===== config.mk =====
export PLATFORM = sky130hd
export DESIGN_NAME = aes_cipher_serializer
export DESIGN_NICKNAME = d
export VERILOG_FILES = /design/src/rtl/aes_pkg.sv /design/src/rtl/aes_block_fifo.sv /design/src/rtl/aes_cipher_serializer.sv
export SDC_FILE = /design/constraint.sdc
export NUM_CORES = 1
export LEC_CHECK = 0
export CAP_MARGIN = 30
export CORE_ASPECT_RATIO = 0.6
export CORE_MARGIN = 4
export CORE_UTILIZATION = 45
export DETAILED_ROUTE_END_ITERATION = 16
export HOLD_SLACK_MARGIN = 0.02
export PLACE_DENSITY_LB_ADDON = 0.2
export SLEW_MARGIN = 10
export SYNTH_ARGS = -nofsm -noshare
export SYNTH_HDL_FRONTEND = slang
export SYNTH_SLANG_ARGS = --single-unit
export TNS_END_PERCENT = 50

===== constraint.sdc =====
create_clock -name clk -period 17.8 [get_ports clk]
set_clock_uncertainty 0.2 [all_clocks]
set_input_delay 2.67 -clock clk [delete_from_list [all_inputs] [get_ports clk]]
set_output_delay 2.67 -clock clk [all_outputs]
set_load 0.005 [all_outputs]

===== src/rtl/aes_pkg.sv =====
// Shared AES definitions: block width and serializer state encoding.
package aes_pkg;

    localparam int unsigned AES_BLOCK_W = 128;

    typedef enum logic {
        IDLE,
        STREAM
    } serializer_state_t;

    function automatic int unsigned beat_count(input int unsigned out_w);
        return AES_BLOCK_W / out_w;
    endfunction

endpackage


===== src/rtl/aes_block_fifo.sv =====
// Synchronous FIFO of 128-bit blocks; the read port always shows the head entry.
module aes_block_fifo
    import aes_pkg::*;
#(
    parameter int unsigned DEPTH = 2
) (
    input  logic                     i_clk,
    input  logic                     i_rst,
    input  logic                     i_push,
    input  logic                     i_pop,
    input  logic [AES_BLOCK_W-1:0]   i_data,
    output logic [AES_BLOCK_W-1:0]   o_head,
    output logic                     o_full,
    output logic                     o_empty,
    output logic [$clog2(DEPTH):0]   o_count
);

    localparam int unsigned PTR_W = $clog2(DEPTH);
    localparam int unsigned CNT_W = PTR_W + 1;

    logic [AES_BLOCK_W-1:0] r_mem [DEPTH];
    logic [PTR_W-1:0]       r_wp;
    logic [PTR_W-1:0]       r_rp;
    logic [CNT_W-1:0]       r_count;
    logic                   w_do_push;
    logic                   w_do_pop;

    assign o_full    = (r_count == CNT_W'(DEPTH));
    assign o_empty   = (r_count == '0);
    assign w_do_pop  = i_pop & ~o_empty;
    // A pop in the same cycle frees the slot, so a push at full is still accepted.
    assign w_do_push = i_push & (~o_full | w_do_pop);
    assign o_head    = r_mem[r_rp];
    assign o_count   = r_count;

    always_ff @(posedge i_clk) begin
        if (w_do_push) begin
            r_mem[r_wp] <= i_data;
        end
    end

    always_ff @(posedge i_clk or posedge i_rst) begin
        if (i_rst) begin
            r_wp    <= '0;
            r_rp    <= '0;
            r_count <= '0;
        end else begin
            if (w_do_push) begin
                r_wp <= r_wp + PTR_W'(1);
            end
            if (w_do_pop) begin
                r_rp <= r_rp + PTR_W'(1);
            end
            if (w_do_push && !w_do_pop) begin
                r_count <= r_count + CNT_W'(1);
            end else if (w_do_pop && !w_do_push) begin
                r_count <= r_count - CNT_W'(1);
            end
        end
    end

endmodule


===== src/rtl/aes_cipher_serializer.sv =====
// Buffers AES ciphertext blocks and streams them MSB-first as OUT_W-bit beats.
module aes_cipher_serializer
    import aes_pkg::*;
#(
    parameter int unsigned OUT_W = 8,
    parameter int unsigned DEPTH = 2
) (
    input  logic                     clk,
    input  logic                     rst,
    input  logic [AES_BLOCK_W-1:0]   cipher_in,
    input  logic                     cipher_valid,
    output logic [OUT_W-1:0]         out_data,
    output logic                     out_valid,
    input  logic                     out_ready,
    output logic                     out_last,
    output logic                     overflow,
    input  logic                     overflow_clr,
    output logic [$clog2(DEPTH):0]   level
);

    localparam int unsigned BEATS = beat_count(OUT_W);
    localparam int unsigned BI_W  = $clog2(BEATS);
    localparam int unsigned CNT_W = $clog2(DEPTH) + 1;
    localparam logic [BI_W-1:0] LAST_BI = BI_W'(BEATS - 1);

    serializer_state_t      r_state;
    logic [BI_W-1:0]        r_bi;
    logic                   r_overflow;

    logic [AES_BLOCK_W-1:0] w_head;
    logic [OUT_W-1:0]       w_beat;
    logic [CNT_W-1:0]       w_count;
    logic                   w_full;
    logic                   w_empty;
    logic                   w_is_last;
    logic                   w_xfer;
    logic                   w_pop;
    logic                   w_push_ok;
    logic                   w_drop;

    aes_block_fifo #(
        .DEPTH (DEPTH)
    ) u_fifo (
        .i_clk   (clk),
        .i_rst   (rst),
        .i_push  (cipher_valid),
        .i_pop   (w_pop),
        .i_data  (cipher_in),
        .o_head  (w_head),
        .o_full  (w_full),
        .o_empty (w_empty),
        .o_count (w_count)
    );

    assign w_is_last = (r_bi == LAST_BI);
    assign w_xfer    = (r_state == STREAM) & out_ready;
    assign w_pop     = w_xfer & w_is_last & ~w_empty;
    assign w_push_ok = cipher_valid & (~w_full | w_pop);
    assign w_drop    = cipher_valid & w_full & ~w_pop;

    // Beat 0 is the most significant slice (FIPS-197 byte 0 first).
    always_comb begin
        w_beat = '0;
        for (int i = 0; i < int'(BEATS); i++) begin
            if (r_bi == BI_W'(i)) begin
                w_beat = w_head[AES_BLOCK_W-1-i*OUT_W -: OUT_W];
            end
        end
    end

    assign out_valid = (r_state == STREAM);
    assign out_last  = out_valid & w_is_last;
    assign out_data  = out_valid ? w_beat : '0;
    assign overflow  = r_overflow;
    assign level     = w_count;

    always_ff @(posedge clk or posedge rst) begin
        if (rst) begin
            r_state    <= IDLE;
            r_bi       <= '0;
            r_overflow <= 1'b0;
        end else begin
            if (w_drop) begin
                r_overflow <= 1'b1;
            end else if (overflow_clr) begin
                r_overflow <= 1'b0;
            end
            case (r_state)
                IDLE: begin
                    if (w_push_ok) begin
                        r_state <= STREAM;
                    end
                end
                STREAM: begin
                    if (w_xfer) begin
                        if (w_is_last) begin
                            r_bi <= '0;
                            if (w_count == CNT_W'(1) && !w_push_ok) begin
                                r_state <= IDLE;
                            end
                        end else begin
                            r_bi <= r_bi + BI_W'(1);
                        end
                    end
                end
                default: r_state <= IDLE;
            endcase
        end
    end

endmodule


; Word-level counts from Yosys, hierarchy flattened
; Memory sizes are Yosys's and may differ from the RTL's.
; Cells that the tools add are included.
[op_classes]
addsub = 5
n_eq_ne = 17
n_mux = 29
n_bitwise = 15
reduce_logical = 11
[ops]
columns = op, n
row1 = $mux W8, 17
row2 = $eq A4 B4 Y1 const B, 8
row3 = $eq A4 B3 Y1 const B, 4
row4 = $and A1 B1 Y1, 9
row5 = $eq A4 B2 Y1 const B, 2
row6 = $mux W1, 8
row7 = $add A4 B1 Y4 const B, 1
row8 = $eq A4 B1 Y1 const B, 1
row9 = $logic_not A4 Y1, 1
row10 = $mux W2, 2
row11 = $mux W4, 1
row12 = $not A1 Y1, 4
row13 = $reduce_bool A2 Y1, 2
row14 = $logic_and A1 B1 Y1, 3
row15 = $logic_not A1 Y1, 3
row16 = $add A1 B1 Y1 const B, 2
row17 = $add A2 B1 Y2 const B, 1
row18 = $eq A2 B1 Y1 const B, 1
row19 = $eq A2 B2 Y1 const B, 1
row20 = $logic_not A2 Y1, 1
row21 = $or A1 B1 Y1, 2
row22 = $pmux W1 S2, 1
row23 = $reduce_and A2 Y1, 1
row24 = $sub A2 B1 Y2 const B, 1
[word_totals]
reg_bits = 10
ram_bits = 256
inputBits = 133
out_inout_bits = 13
elab_cells = 84
mem_count = 1
[mem_list]
columns = memory, words, word_bits, rd, rd_ports_with_merged_regs, wr, line
row1 = u_fifo.r_mem, 2, 128, 1, 0, 1, aes_block_fifo.sv:21  ; logic [AES_BLOCK_W-1:0] r_mem [DEPTH];

; Depth between registers and ports, before layout
; Gate-level depths: netlist (run 1).
[logic_depth]
word_depth = 18
depth_mapped = 11
ltp_nobuf = 9

; Modules after synthesis
; From an unflattened synthesis (run 1), not the netlist that was laid out.
[hier_totals]
hier_cells = 704
area_unflattened_um2 = 11333.4
[modules_own_cells]
columns = mod, n_inst, cells_per_inst, area_each_um2, seq_area_each_um2
row1 = aes_block_fifo, 1, 418, 9485.3, 7787.5
row2 = aes_cipher_serializer, 1, 286, 1848.0, 150.1

; Worst setup path after synthesis (run 1)
; No wires, ideal clock.
[synth_path]
path_kind = input to register
startpoint = in out_ready
endpoint = mem u_fifo.r_mem[0][0] (enable)
setup_ns = 0.616
arrival_ns = 8.716
required_time_ns = 16.984
setup_slack_ns = 8.268
cell_stages = 6
path_buffers = 1
cell_sequence = nand2_1 -> or3_1 -> buf_2 -> nand2_1 -> nand2_2 -> nor2_1
[synth_between]
elab_chain_len = 8
[synth_rtl]
columns = item, line
row1 = "start, declared", aes_cipher_serializer.sv:14  ; input logic out_ready,
row2 = $and A1 B1 Y1, aes_cipher_serializer.sv:56  ; assign w_xfer = (r_state == STREAM) & out_ready;
row3 = $and A1 B1 Y1 (2 in a row), aes_cipher_serializer.sv:57  ; assign w_pop = w_xfer & w_is_last & ~w_empty;
row4 = $and A1 B1 Y1, aes_block_fifo.sv:30  ; assign w_do_pop = i_pop & ~o_empty;
row5 = $or A1 B1 Y1, aes_block_fifo.sv:32  ; assign w_do_push = i_push & (~o_full | w_do_pop);
row6 = $and A1 B1 Y1, aes_block_fifo.sv:32
row7 = $mux W1, aes_block_fifo.sv:37  ; if (w_do_push) begin
row8 = $mux W1 (implied by the code), aes_block_fifo.sv:38  ; r_mem[r_wp] <= i_data;
row9 = "end, declared", aes_block_fifo.sv:21
; No other way between the ends.

; Worst setup path in the final report (run 1)
[layout_path]
startpoint = reg u_fifo.r_rp
endpoint = out out_data[3]
[layout_between]
elab_chain_len = 18
[layout_rtl]
columns = item, line
row1 = "start, declared", aes_block_fifo.sv:23  ; logic [PTR_W-1:0] r_rp;
row2 = "start signal, assigned", aes_block_fifo.sv:52  ; r_rp <= r_rp + PTR_W'(1);
row3 = $mem_v2 Z2 W128 (*), --
row4 = $mux W8 (15 in a row), aes_cipher_serializer.sv:65  ; if (r_bi == BI_W'(i)) begin
row5 = $mux W8 (*), aes_cipher_serializer.sv:65
row6 = $mux W8 (*), aes_cipher_serializer.sv:73  ; assign out_data = out_valid ? w_beat : '0;
row7 = "end, declared", aes_cipher_serializer.sv:12  ; output logic [OUT_W-1:0] out_data,
; Every way passes the cells marked *; elsewhere a longest branch is shown, timed or not.

==> impl_metrics.tcl, run 1 <==
set metrics [dict create \
    status "finished clean" \
    arrival_ps 3840 \
    drt_iter0_drc 701 \
    grt_start_max_net_pins 68 \
    clockBufferDepth 3 \
    dp_slack_ps 11540 \
    syn_to_final_growth_pct 21.7 \
    crit_required_ps 14930 \
    cts.sinks 266 \
    io_buffers 145 \
    yosysMostFrequentCell "edfxtp_1" \
    maxUsedRoutingLayer "met4" \
    antenna_left 0 \
    avgSynthCellArea_um2 16.4 \
    grt_pass1_wl_um 41500 \
    p_leak_nw 4.62 \
    wl_met3_um 2620 \
    synth_edf_count 256 \
    power.density_nw_per_um2 156 \
    cts_hold_buf 0 \
    worstMarginPinSlew_ps 951 \
    met1Wirelength_um 13400 \
    ys_ff_latch 266 \
    antenna_found_initial 1 \
    maxCapViolCount 0 \
    clock_latency_ps 520 \
    cp-end-kind "output pin" \
    route.detailed.drc 0 \
    cp-endpoint "out_data[3]" \
    r2r-start "r_bi[2]" \
    synth_top_cell_area_share 0.675 \
    yosysWarnings 0 \
    drv_slew 0 \
    fp.dieW_um 213 \
    utilization 0.564 \
    netlist_instances 695 \
    initial_core_util 0.464 \
    dieArea_um2 28000 \
    cts_tree "yes" \
    rows 44 \
    synth_ff_type "edfxtp_1" \
    worstSetupPathType "flop to output pin" \
    final-hold-violation-count 0 \
    vias 6823 \
    worst-path-max-fanout 54 \
    grt_pass1_vias 6792 \
    yosys.area.top_type "edfxtp_1" \
    synth_fp_nets 836 \
    wire_per_inst_um 24.1 \
    cp-start-kind "flop" \
    final_period_minus_worst_setup_slack_ps 6710 \
    slew-limit-headroom 0.366 \
    r2r_slack_ps 13760 \
    placed_cell_area_um2 13000 \
    cp-startpoint "u_fifo.r_rp" \
    path_clk_slew_ps 60 \
    hp-class "flop to flop" \
    finalPower_mw 2.17 \
    synth.distinct_cells 61 \
    dr.pass1.iters 5 \
    report.final.setup_viol 0 \
    fin_crit_sh 0.377 \
    ir_worst_vdd_v 0.0000567 \
    rsz0062_at_grt "false" \
    fp.dieH_um 131 \
    viasPerCell 5.82 \
    cts_resized 0 \
    layout.nets 970 \
    grt_use_total 0.195 \
    fmax_mhz 149 \
    drive_above_1_share 0.113 \
    grt-ovfl-total 0 \
    htreeDepth 1 \
    io_pins 146 \
    globalplace.congestion 0.868 \
    layout_setup_ws_ps 11090 \
    seq_area_frac_synth 0.697 \
    synth_common_cells "256 x edfxtp_1, 110 x mux2i_1, 35 x o21ai_0, 21 x nand2_1, 18 x mux2_2" \
    async_reset_ff_frac 0.0376 \
    coreArea_um2 24600 \
    hpwl_um 20200 \
    timing.rr.end "u_fifo.r_mem[1][57]" \
    wirelength_um 28200 \
    root_buffer "clkbuf_16" \
    syn_area_um2 11400 \
    final_area_um2 13900 \
    met2_length_um 11700 \
    timing.setup.tns_ps 0 \
    synthTopCellsByArea "edfxtp_1 68%, mux2i_1 9.7%, dfrtp_1 2.2%" \
    cts_buffers 26 \
    cts_setup_buffers 0 \
    reg2regPathDepth 5 \
]
layer usage:
metal  global-route usage  vias up
met5                    0        -
met1                0.313     3431
met2                0.272      307
met4               0.0412        0
met3               0.0455       38
li1                     -     3047
power by group:
part	total, mW	internal, mW	switching, mW
sequential	0.925	0.857	0.0686
clock	0.559	0.334	0.225
combinational	0.683	0.290	0.393
total	2.17	1.48	0.687
critical path, cell delays in order, from the launching register on:
cell	delay, ps
dfrtp_4	740
buf_4	770
mux2i_1	470
o32ai_1	220
nor3_1	240
a21oi_1	90
or2_1	280
clkdlybuf4s50_1	460
through the flow:
step | hold slack, ps | instances
final | 342 | 1172
after global routing | 351 | 1172
after CTS | 340 | 1171
after detailed placement | 334 | 1123
after global placement | 312 | 1123
after floorplan | 260 | 695
kinds of logic (layout without fill, tap and decap cells):
logic type | count (synthesis) | after routing | share of synthesized area
DFF | 266 | 266 | 0.697
AOI/OAI and AO/OA | 132 | 132 | 0.0861
muxes | 129 | 129 | 0.116
and+or+nand+nor | 104 | 104 | 0.0585
buffers and inverters | 51 | 205 | 0.0300
adders and majority gates | 8 | 8 | 0.00879
xor gates and xnor gates | 5 | 5 | 0.00385
other | 0 | 1 | 0
worst min-delay path by stage:
stage / start / to / slack [ps] / cells past startpoint
finish: u_fifo.o_count[0] / u_fifo.o_count[0] / 340 / 1
global route: u_fifo.o_count[0] / u_fifo.o_count[0] / 350 / 1
CTS: u_fifo.o_count[0] / u_fifo.o_count[0] / 340 / 1
detailed placement: u_fifo.o_count[1] / u_fifo.o_count[1] / 330 / 2
global placement: overflow / overflow / 310 / 2
floorplan: u_fifo.r_wp / u_fifo.r_wp / 260 / 1
state kept, by name, indices dropped and copies added (netlist names):
name	count
u_fifo.r_mem	256
u_fifo.r_wp	1
r_bi	4
u_fifo.r_rp	1
u_fifo.o_count	2
overflow	1
out_valid	1
cell usage in the layout, fill, tap and decap left out, types with 8 or more instances in the layout:
cell type and count:
clkbuf_16 27, o211ai_1 11, nand3_1 12, o21ai_0 35, nor3_1 9, a22oi_1 15, mux2i_1 110, clkdlybuf4s50_1 145
clkinv_1 8, dfrtp_1 9, a21oi_1 15, nand2_1 21, mux2_2 18, o22ai_1 15, ha_1 8, edfxtp_1 256
o32ai_1 8
cell type report:
class | count | area, um^2
clock inverter | 17 | 181
sequential | 266 | 7940
fill | 1916 | 10700
multi-input combinational | 378 | 3120
antenna | 1 | 2.50
tap | 322 | 403
inverter | 7 | 26.3
timing repair buffer | 150 | 1490
clock buffer | 31 | 691
Note: power is estimated with default switching activity, not from simulation.
==> run 2: changes to the inputs <==
==> constraint.sdc (replaced) <==
create_clock -name clk -period 6.15 [get_ports clk]
set_clock_uncertainty 0.2 [all_clocks]
set_input_delay 0.9225 -clock clk [delete_from_list [all_inputs] [get_ports clk]]
set_output_delay 0.9225 -clock clk [all_outputs]
set_load 0.005 [all_outputs]
==> impl_metrics.tcl, run 2 (same netlist as run 1, synthesis figures left out) <==
set metrics [dict create \
    cts_resized 0 \
    power.density_nw_per_um2 443 \
    diodes 0 \
    crit_chain "buf_4 -> buf_4 -> mux2i_1 -> o32ai_1 -> nor3_1 -> a21oi_1 -> or2_1 -> clkdlybuf4s50_1" \
    hpwl_um 19700 \
    cp_slowest_cell "buf_4" \
    io_buffers 145 \
    report.final.setup_viol 0 \
    worstMarginPinSlew_ps 896 \
    grt_start_max_net_pins 129 \
    arrival_ps 3710 \
    dp_slack_ps 1890 \
    clockBufferDepth 3 \
    slew-limit-headroom 0.403 \
    drt_iter0_drc 798 \
    worstSetupPathType "flop to output pin" \
    dieArea_um2 28000 \
    grt_pass1_vias 6734 \
    path_delay_family "buffers and inverters" \
    critPathMostFrequentCell "buf_4" \
    clock_latency_ps 520 \
    fp.dieW_um 213 \
    fillers 1918 \
    largest_register_ff_count 256 \
    grt-ovfl-total 0 \
    cp-start-kind "flop" \
    htreeDepth 1 \
    layout_setup_ws_ps 1320 \
    worst_path_largest_cell_delay_ps 500 \
    wire_per_inst_um 23.7 \
    crit_required_ps 5030 \
    worst-path-buf-inv 3 \
    worst-path-max-fanout 35 \
    regMostFlops "u_fifo.r_mem" \
    globalplace.congestion 0.866 \
    grt_use_total 0.189 \
    ir_worst_vdd_v 0.000282 \
    drive_above_1_share 0.111 \
    final_period_minus_worst_setup_slack_ps 4830 \
    hp-class "flop to flop" \
    cts_buffers 24 \
    status "finished clean" \
    cts_setup_buffers 0 \
    timing.setup.tns_ps 0 \
    rows 44 \
    route.detailed.drc 0 \
    viasPerCell 5.76 \
    cts_tree "yes" \
    final-hold-violation-count 0 \
    rsz0062_at_grt "false" \
    vias 6719 \
    wirelength_um 27600 \
    min_from "overflow" \
    initial_core_util 0.464 \
    antenna_left 0 \
    layout.nets 968 \
    dr.pass1.iters 6 \
    r2r-start "r_bi[2]" \
    grt_pass1_wl_um 40400 \
    cp-startpoint "u_fifo.r_rp" \
    fin_crit_sh 0.786 \
    syn_to_final_growth_pct 20.8 \
    drv_slew 0 \
    layout_commonest_cell "edfxtp_1" \
    p_leak_nw 4.57 \
    root_buffer "clkbuf_16" \
    io_pins 146 \
    antenna_found_initial 0 \
    fmax_mhz 207 \
    fp.dieH_um 131 \
    mostFrequentLayoutCells "256 x edfxtp_1, 145 x clkdlybuf4s50_1, 110 x mux2i_1" \
    cp-end-kind "output pin" \
    coreArea_um2 24600 \
    path_clk_slew_ps 70 \
    maxCapViolCount 0 \
    cts_hold_buf 0 \
    cts.sinks 266 \
]
-- run 2: power by group --
part | leakage [nW] | switching, mW | internal, mW
clock | 0.359 | 0.628 | 0.784
combinational | 1.71 | 1.20 | 0.855
sequential | 2.50 | 0.152 | 2.47
-- run 2: worst min-delay path, stage by stage, from the launching register on --
cell and delay (ps):
dfrtp_1 380, inv_1 50, o21ai_0 60
-- run 2: area by class of cell --
type	count	area, um^2	area share
timing repair buffer	150	1530	0.111
tap	322	403	0.0293
clock buffer	29	641	0.0466
multi-input combinational	378	3120	0.227
clock inverter	14	97.6	0.00710
inverter	7	26.3	0.00191
sequential	266	7940	0.577
-- run 2: path summary, 6_finish.rpt --
path	to	slack, ps	depth (start not counted)
max	out_data[0]	1320	8
min	overflow	330	2
max reg2reg	u_fifo.r_mem[1][98]	2590	5
min reg2reg	overflow	330	2
max in group asynchronous	u_fifo.r_rp	4920	2
min in group asynchronous	u_fifo.o_count[0]	490	2
-- run 2: metal layers --
layer / routed length (um) / vias to the layer above / GRT usage / part of all wire
met4: 411 / 0 / 0.0323 / 0.015
met5: 0 / - / 0 / 0
li1: - / 3029 / - / -
met2: 11700 / 315 / 0.273 / 0.42
met3: 2580 / 36 / 0.0398 / 0.093
met1: 12900 / 3339 / 0.302 / 0.47
-- run 2: stage by stage --
stage,utilization,hold slack [ps],power [mW],std cells,instance area [um^2]
final,0.560,331,6.09,1166,13800
after detailed placement,0.530,322,4.71,1123,13000
after global placement,0.530,319,4.65,1123,13000
after global routing,0.560,359,6.36,1166,13800
after floorplan,-,278,4.02,695,11400
after CTS,0.560,331,6.12,1166,13800
==> run 3: changes to the inputs <==
==> constraint.sdc (replaced) <==
create_clock -name clk -period 4.1 [get_ports clk]
set_clock_uncertainty 0.2 [all_clocks]
set_input_delay 0.615 -clock clk [delete_from_list [all_inputs] [get_ports clk]]
set_output_delay 0.615 -clock clk [all_outputs]
set_load 0.005 [all_outputs]
==> impl_metrics.tcl, run 3 (same netlist as run 1, synthesis figures left out) <==
set metrics [dict create \
    placed_cell_area_um2 13100 \
    fp.dieH_um 131 \
    grt_pass1_vias 6887 \
    largest_register_ff_count 256 \
    rsz0062_at_grt "true" \
    final_period_minus_worst_setup_slack_ps 4070 \
    cts_tree "yes" \
    syn_to_final_growth_pct 24.2 \
    fp.dieW_um 213 \
    hp-class "input port to asynchronous set/reset pin" \
    path_clk_slew_ps 60 \
    grt-ovfl-total 0 \
    holdWs_ps 178 \
    wirelength_um 27800 \
    p_leak_nw 4.75 \
    root_buffer "clkbuf_16" \
    fin_crit_sh 0.992 \
    coreArea_um2 24600 \
    cts_hold_buf 0 \
    maxCapViolCount 0 \
    slew-limit-headroom 0.603 \
    antenna_left 0 \
    layout_commonest_cell "edfxtp_1" \
    io_pins 146 \
    utilization 0.576 \
    wire_per_inst_um 23.4 \
    hpwl_um 20200 \
    drt_iter0_drc 742 \
    htreeDepth 1 \
    cp-end-kind "output pin" \
    fmax_mhz 246 \
    grt_pass1_wl_um 40800 \
    worstMarginPinSlew_ps 579 \
    status "finished clean" \
    clockBufferDepth 3 \
    final-hold-violation-count 0 \
    dpl.cell_count 1133 \
    vias 6799 \
    final_cells 1185 \
    dr.pass1.iters 5 \
    worstSetupPathType "flop to output pin" \
    mostFrequentLayoutCells "256 x edfxtp_1, 143 x clkdlybuf4s50_1, 107 x mux2i_1" \
    antenna_found_initial 1 \
    cp-start-kind "flop" \
    layout.nets 985 \
    viasPerCell 5.74 \
    regMostFlops "u_fifo.r_mem" \
    route.detailed.drc 0 \
    dieArea_um2 28000 \
    cts_buffers 24 \
    io_buffers 145 \
    crit_required_ps 3280 \
    drive_above_1_share 0.158 \
    rows 44 \
    initial_core_util 0.464 \
    globalplace.congestion 0.922 \
    clock_latency_ps 520 \
    ir_worst_vdd_v 0.000450 \
    report.final.setup_viol 0 \
    drv_slew 0 \
    grt_use_total 0.191 \
    worst-path-max-fanout 7 \
    grt_start_max_net_pins 67 \
    power.density_nw_per_um2 677 \
    final_area_um2 14100 \
    cts.sinks 266 \
    arrival_ps 3250 \
    fillers 1862 \
]
==> run 3: report_power, final <==
| group | switching [mW] | internal (mW) | total [mW] |
|---|---|---|---|
| registers | 0.227 | 3.71 | 3.94 |
| clock network | 0.956 | 1.37 | 2.33 |
| logic | 1.89 | 1.41 | 3.30 |
| total | 3.07 | 6.49 | 9.56 |
==> run 3: cell type report <==
class,instances,area (um^2),share of cell area
Sequential cell,266,7950,0.562
Multi-Input combinational cell,378,3230,0.229
Timing Repair Buffer,167,1700,0.120
Clock buffer,30,644,0.0456
Tap cell,322,403,0.0285
Clock inverter,14,179,0.0127
Inverter,7,26.3,0.00186
Antenna cell,1,2.50,0.000177
==> run 3: final timing paths <==
| check | endpoint | startpoint | slack, ps | depth (start not counted) |
|---|---|---|---|---|
| worst min-delay path | u_fifo.o_count[0] | rst | 180 | 2 |
| worst max register to register | u_fifo.r_mem[1][87] | out_valid | 1040 | 5 |
| worst min register to register | overflow | overflow | 340 | 2 |
| min in group clk | overflow | overflow | 340 | 2 |
| max in group asynchronous | u_fifo.r_rp | rst | 3210 | 2 |
| worst max-delay path | out_data[7] | r_bi[0] | 30 | 9 |
==> run 3: critical path, cell delays in order (launching register included) <==
cell,delay [ps]
dfrtp_2,480
inv_2,120
ha_4,190
or4b_4,550
buf_4,180
o22ai_2,100
o211ai_1,120
a2111oi_2,300
or2_1,160
clkdlybuf4s50_1,520
==> run 3: routing by layer <==
layer,GRT usage,vias to the layer above,routed length [um]
met1,0.300,3398,13300
met3,0.0550,49,2490
met4,0.0302,0,456
met2,0.269,272,11600
met5,0,-,0
li1,-,3080,-
==> run 3: metrics by stage <==
step	setup WS (ps)	power, mW	TNS (ps)
2_1_floorplan	-1030	6.02	-131390
3_3_place_gp	441	7.09	0
3_5_place_dp	320	7.15	0
4_1_cts	-33.0	9.53	-33.0
5_1_grt	-34.4	10.0	-103
6_report	31.5	9.56	0
==> run 3: what timing repair did <==
item | 4_1_cts | 5_1_grt
buffers inserted | 2 | 5
endpoints found under the setup margin | 8 | 8
pin swaps | 0 | 3
resized for setup | 10 | 23
